[src/rtl/sat_counter.sv]
// Up-counter with enable that sticks at its all-ones value instead of wrapping.
module sat_counter #(
    parameter int WIDTH = 8
) (
    input  logic             clk,
    input  logic             rst_n,
    input  logic             en_i,
    output logic [WIDTH-1:0] count_o
);

    logic [WIDTH-1:0] count_q;

    // Count enabled events, holding once the maximum value is reached
    always_ff @(posedge clk or negedge rst_n) begin
        if (!rst_n) begin
            count_q <= '0;
        end else if (en_i && (count_q != '1)) begin
            count_q <= count_q + WIDTH'(1);
        end
    end

    assign count_o = count_q;

endmodule

[config.mk]
export PLATFORM = sky130hd
export DESIGN_NAME = sat_counter
export DESIGN_NICKNAME = d
export VERILOG_FILES = /design/src/rtl/sat_counter.sv
export SDC_FILE = /design/constraint.sdc
export NUM_CORES = 1
export LEC_CHECK = 0
export BUFFER_PORTS_ARGS = -buffer_cell sky130_fd_sc_hd__buf_2
export CORE_AREA = 4 4 41 43
export CTS_BUF_LIST = sky130_fd_sc_hd__clkbuf_16
export DETAILED_ROUTE_END_ITERATION = 7
export DIE_AREA = 0 0 45 47
export HOLD_SLACK_MARGIN = 0.03
export PLACE_DENSITY = 0.55
export SYNTH_ARGS = -nofsm -noshare
export SYNTH_HDL_FRONTEND = slang
export SYNTH_SLANG_ARGS = --single-unit
[constraint.sdc]
create_clock -name clk -period 2.2 [get_ports clk]
set_input_delay 0.44 -clock clk [delete_from_list [all_inputs] [get_ports clk]]
set_output_delay 0.44 -clock clk [all_outputs]
set_load 0.05 [all_outputs]
==> impl_metrics.tcl, run 1 <==
set metrics [dict create \
    synth.top_cells.by_area "dfrtp_1, a41oi_1, a311oi_2" \
    grt_pass1_wl_mm 1.41 \
    hold_viol 0 \
    drc_errors 0 \
    wire_per_inst_um 13.6 \
    ant_nets 0 \
    cap_violations 0 \
    required_ps 2310 \
    chipHeight_um 47 \
    vdd_drop_max_mv 0.734 \
    powerDensity_nw_per_um2 1880 \
    clockBufferDepth 2 \
    start_util_pct 31.3 \
    yosysTopAreaCell "dfrtp_1" \
    rsz0062_at_grt "false" \
    fin_tns_setup_ps 0 \
    via_count 330 \
    synth_edf_count 0 \
    critPathKind "reg -> reg" \
    final.fill_count 141 \
    postCtsSetupBuffers 0 \
    seq_area_frac_synth_pct 49.1 \
    grt.total_usage_pct 9.54 \
    synth_fa_ha_area_share_pct 3.07 \
    startpoint "count_o[0]$_DFFE_PN0P_" \
    grt_max_degree 9 \
    synth_top_family_by_area "compound AO/OA/AOI/OAI gates" \
    synth.distinct_cells 23 \
    async_flop_share_pct 100 \
    syn_nets 38 \
    finalMaxSlewViolations 0 \
    antenna_found_initial 0 \
    critPathLaunchType "flip-flop" \
    insertion_delay_ps 230 \
    final_util_pct 42.4 \
    outcome "completed" \
    drtPass1Iterations 2 \
    setup_ws_ps 717 \
    cpPeakStageDelay_ps 400 \
    synth-xor-area-share_pct 4.29 \
    synth-simple-area-share_pct 15.0 \
    worstReg2RegStart "count_o[0]$_DFFE_PN0P_" \
    synth_compound_area_share_pct 21.2 \
    syn_avg_cell_area_um2 12.0 \
    path_max_fanout 5 \
    vias_per_cell 5.32 \
    areaGrowthSynthToFinish_pct 35.3 \
    cts.sinks 8 \
    final.period_utilization_pct 67.4 \
    hold_slack_ps 50.2 \
    cp_cell_sequence "ha_1, nand4_1, o21ai_2, mux2_1" \
    synth_flop_cell "dfrtp_1" \
    path_clk_slew_ps 40 \
    finalSetupViolations 0 \
    fp.coreArea_um2 1300 \
    cts_inserted_buffers 3 \
    num_rows 13 \
    cts_tree "built" \
    die_x_um 45 \
    worst_pin_slew_ps 246 \
    slew_headroom_pct 83.6 \
    port_buffers 10 \
    hold_path.class "in -> async" \
    largest_reg_flops 8 \
    hold_buffers 0 \
    synth_common_cells "dfrtp_1, a21oi_1, a31oi_1, a41oi_1, nand3_1" \
    ios 11 \
    period_minus_slack_ps 1480 \
    skew_ps 0.914 \
    p_leak_nw 0.246 \
    routabilityCongestion 0.712 \
    yosysWarnings 0 \
    syn_area_um2 408 \
    ctsResizeCount 0 \
    grt_pass1_vias 300 \
    preCtsSetupSlack_ps 735 \
    timing.fmax_ghz 0.674 \
    root_buffer "clkbuf_16" \
    critPathCaptureType "flip-flop" \
    antenna_cells 0 \
    yosysMostFrequentCell "dfrtp_1" \
    syn_inst 34 \
    crit_slowest_cell "dfrtp_1" \
    finalNetCount 53 \
    drive_gt1_share_pct 40.4 \
    synth_top_area_share_pct 49.1 \
    grt.overflow.total 0 \
    wirelength_um 843 \
    drt_iter0_markers 4 \
    ys_seq_elements 8 \
    synthMuxAreaShare_pct 6.44 \
    die-area_um2 2120 \
    total_power_mw 1.04 \
    worstPathArrival_ps 1590 \
    htreeDepth 1 \
]
==> routing by layer <==
metal / vias to the layer above / GRT usage, % / wire [µm]
met2: 9 / 13.0 / 386
met5: - / 0 / 0
met4: 0 / 1.75 / 0
met1: 159 / 13.0 / 392
met3: 0 / 5.75 / 65
li1: 162 / - / -
==> placed cells by master (no fill, tap or decap) <==
cell,synthesis,layout
a21boi_0,1,1
a21oi_1,2,2
a311oi_2,1,1
a31oi_1,2,2
a41oi_1,2,2
and3_4,1,1
and4_4,1,1
buf_2,0,10
clkbuf_16,0,3
dfrtp_1,8,8
ha_1,1,1
inv_1,1,1
mux2_1,1,1
mux2_4,1,1
nand2_1,1,1
nand3_1,2,2
nand3_2,1,1
nand4_1,1,1
nor2_1,1,1
nor3_1,1,1
o211ai_1,1,1
o21a_1,1,1
o21ai_2,1,1
xnor2_1,1,1
xor2_1,1,1
==> layout make-up <==
| class | instances | area, µm² | share of cell area, % |
|---|---|---|---|
| clock buffers | 3 | 75.1 | 13.6 |
| well taps | 15 | 18.8 | 3.40 |
| flip-flops and latches | 8 | 200 | 36.3 |
| repair buffers | 10 | 50.0 | 9.07 |
| inverters | 1 | 3.75 | 0.680 |
| multi-input cells | 25 | 204 | 37.0 |
==> power breakdown <==
group / internal, mW / total, mW / switching, mW
combinational: 0.124 / 0.435 / 0.311
clock: 0.234 / 0.305 / 0.0703
sequential: 0.209 / 0.297 / 0.0875
==> critical path: cells and delay by family (launching register included) <==
| family | cells | cell delay, ps |
|---|---|---|
| AND/OR/NAND/NOR | 1 | 190 |
| multiplexers | 1 | 330 |
| adder cells (fa/ha/maj) | 1 | 250 |
| AO/OA/AOI/OAI | 1 | 200 |
| flip-flops | 1 | 400 |
==> kinds of logic after synthesis <==
| family | Yosys count |
|---|---|
| flops | 8 |
| buf+inv | 1 |
| fa+ha+maj | 1 |
| compound gates | 11 |
| simple gates | 9 |
| xor+xnor | 2 |
| mux | 2 |
==> worst paths after layout <==
kind	to	depth (start not counted)	slack, ps
min reg2reg	count_o[0]$_DFFE_PN0P_	1	530
min	count_o[3]$_DFFE_PN0P_	1	50
max	count_o[1]$_DFFE_PN0P_	4	720
max in group asynchronous	count_o[6]$_DFFE_PN0P_	1	1980
max reg2reg	count_o[1]$_DFFE_PN0P_	4	720
min in group clk	count_o[0]$_DFFE_PN0P_	3	520
==> per-stage QoR <==
step	std cells	instance area (µm²)
floorplan	34	408
global placement	59	477
global route	62	552
CTS	62	552
finish	62	552
detailed placement	59	477
No activity file was read; power rests on OpenSTA's default activity.
==> run 2: changes to the inputs <==
ABC_AREA = 1   (was unset)
PLACE_DENSITY = 0.64   (was 0.55)
clock period = 1.35 ns   (was 2.2 ns; I/O delays follow)
==> run 2 against run 1 <==
Against the previous run:
- cell area grew 19%
- global-route usage up 2.5 points
- power rose by 41%
- register-to-register slack worse by 600 ps
- non-clock buffer count grew 1
- critical path type is now reg -> out
==> impl_metrics.tcl, run 2 <==
set metrics [dict create \
    rsz0062_at_grt "false" \
    cts.sinks 8 \
    slew_headroom_pct 83.5 \
    drive_gt1_share_pct 32.5 \
    cts_tree "built" \
    largest_reg_flops 8 \
    port_buffers 10 \
    fp.coreArea_um2 1300 \
    crit_slowest_cell "dfrtp_1" \
    p_leak_nw 0.322 \
    synth.top_cells.by_area "dfrtp_1, nand2_1, nor2_1" \
    finalMaxSlewViolations 0 \
    drtPass1Iterations 4 \
    preCtsSetupSlack_ps 126 \
    fin_tns_setup_ps 0 \
    synth_top_area_share_pct 41.5 \
    cp_top_family "flip-flops" \
    ios 11 \
    yosysMostFrequentCell "nand2_1" \
    final.period_utilization_pct 93.1 \
    critPathKind "reg -> out" \
    synth_common_cells "nand2_1, dfrtp_1, nor2_1, inv_1, nand3_1" \
    grt.overflow.total 0 \
    grt.total_usage_pct 12.0 \
    areaGrowthSynthToFinish_pct 35.5 \
    syn_inst 63 \
    grt_pass1_vias 387 \
    die-area_um2 2120 \
    outcome "completed" \
    path_max_fanout 6 \
    powerDensity_nw_per_um2 2240 \
    seq_area_frac_synth_pct 41.5 \
    drt_iter0_markers 9 \
    critPathLaunchType "flip-flop" \
    worst_pin_slew_ps 250 \
    timing.fmax_ghz 0.796 \
    root_buffer "clkbuf_16" \
    worstPathArrival_ps 990 \
    syn_avg_cell_area_um2 7.67 \
    layout_commonest_cell "nand2_1" \
    ys_seq_elements 8 \
    skew_ps 1.50 \
    layout_common_cells "nand2_1, buf_2, nor2_1, inv_1" \
    wire_per_inst_um 10.9 \
    required_ps 1080 \
    critPathCaptureType "primary output" \
    antenna_cells 0 \
    ant_nets 0 \
    synth_flop_cell "dfrtp_1" \
    cpPeakStageDelay_ps 450 \
    cp_cell_sequence "buf_2" \
    finalSetupViolations 0 \
    syn_nets 67 \
    wirelength_um 999 \
    die_x_um 45 \
    endpoint "count_o[2]" \
    async_flop_share_pct 100 \
    path_clk_slew_ps 30 \
    path_buf_inv 1 \
    synth.distinct_cells 18 \
    startpoint "count_o[2]$_DFFE_PN0P_" \
    vdd_drop_max_mv 1.27 \
    hold_path.class "in -> reg" \
    setup_ws_ps 93.8 \
    hold_slack_ps 399 \
    via_count 431 \
    crit_cells 1 \
    yosysWarnings 0 \
    syn_area_um2 483 \
    vias_per_cell 4.68 \
    htreeDepth 1 \
    reg2reg_slack_ps 120 \
    insertion_delay_ps 230 \
    dp_hpwl_um 734 \
    num_rows 13 \
    antenna_found_initial 0 \
    cap_violations 0 \
    routabilityCongestion 0.741 \
    postCtsSetupBuffers 0 \
    start_util_pct 37.1 \
    hold_viol 0 \
    clockBufferDepth 2 \
    drc_errors 0 \
    worstReg2RegStart "count_o[0]$_DFFE_PN0P_" \
    chipHeight_um 47 \
    yosysTopAreaCell "dfrtp_1" \
    synth_edf_count 0 \
    finalNetCount 83 \
    cts_inserted_buffers 3 \
    grt_max_degree 9 \
    grt_pass1_wl_mm 1.69 \
    total_power_mw 1.47 \
    r2r_end "count_o[5]$_DFFE_PN0P_" \
    period_minus_slack_ps 1260 \
    reg2reg_depth 8 \
]
==> run 2: worst min-delay path by stage <==
stage | from | endpoint | slack [ps] | cells past startpoint
after floorplan | rst_n | count_o[0]$_DFFE_PN0P_ | -30 | 0
after global placement | rst_n | count_o[6]$_DFFE_PN0P_ | 130 | 1
after detailed placement | rst_n | count_o[6]$_DFFE_PN0P_ | 130 | 1
after CTS | en_i | count_o[2]$_DFFE_PN0P_ | 400 | 3
after global routing | en_i | count_o[2]$_DFFE_PN0P_ | 420 | 3
final | en_i | count_o[2]$_DFFE_PN0P_ | 400 | 3
==> run 2: worst min-delay path: stages <==
cell,delay (ps)
buf_2,150
nand2_8,100
o21ai_0,70
==> run 2: kinds of logic after synthesis <==
kind of cell | after synthesis | share of synthesized area [%]
simple gates | 44 | 45.1
flops | 8 | 41.5
buf+inv | 6 | 5.18
compound gates | 2 | 2.07
xor+xnor | 2 | 3.63
fa+ha+maj | 1 | 2.59
==> run 2: through the flow <==
step	util [%]	instance area, µm²	std cells
global route	50.3	654	92
global placement	43.8	569	88
finish	50.3	654	92
detailed placement	43.8	569	88
CTS	50.3	654	92
floorplan	-	500	63
==> run 2: power by group <==
group / switching (mW) / leakage, nW / internal (mW)
clock: 0.111 / 0.0370 / 0.381
sequential: 0.107 / 0.0938 / 0.317
combinational: 0.405 / 0.191 / 0.146
total: 0.622 / 0.322 / 0.844
==> run 2: layout make-up <==
cell class              instances  area, µm²
clock buffers                   3       75.1
fillers                       134        647
inverters                       6       25.0
multi-input cells              49        270
flip-flops and latches          8        205
well taps                      15       18.8
repair buffers                 11       60.1
==> run 2: repair_timing <==
| item | in CTS | in global routing |
|---|---|---|
| gates resized for setup | 0 | 0 |
| hold buffers | 1 | 0 |
| endpoints found under the hold margin | 8 | 0 |
==> run 2: per-layer routing <==
metal	global-route usage [%]	part of all wire, %
met1	13.8	45
met2	18.4	44
met3	4.60	8.2
met4	8.77	2.7
met5	0	0
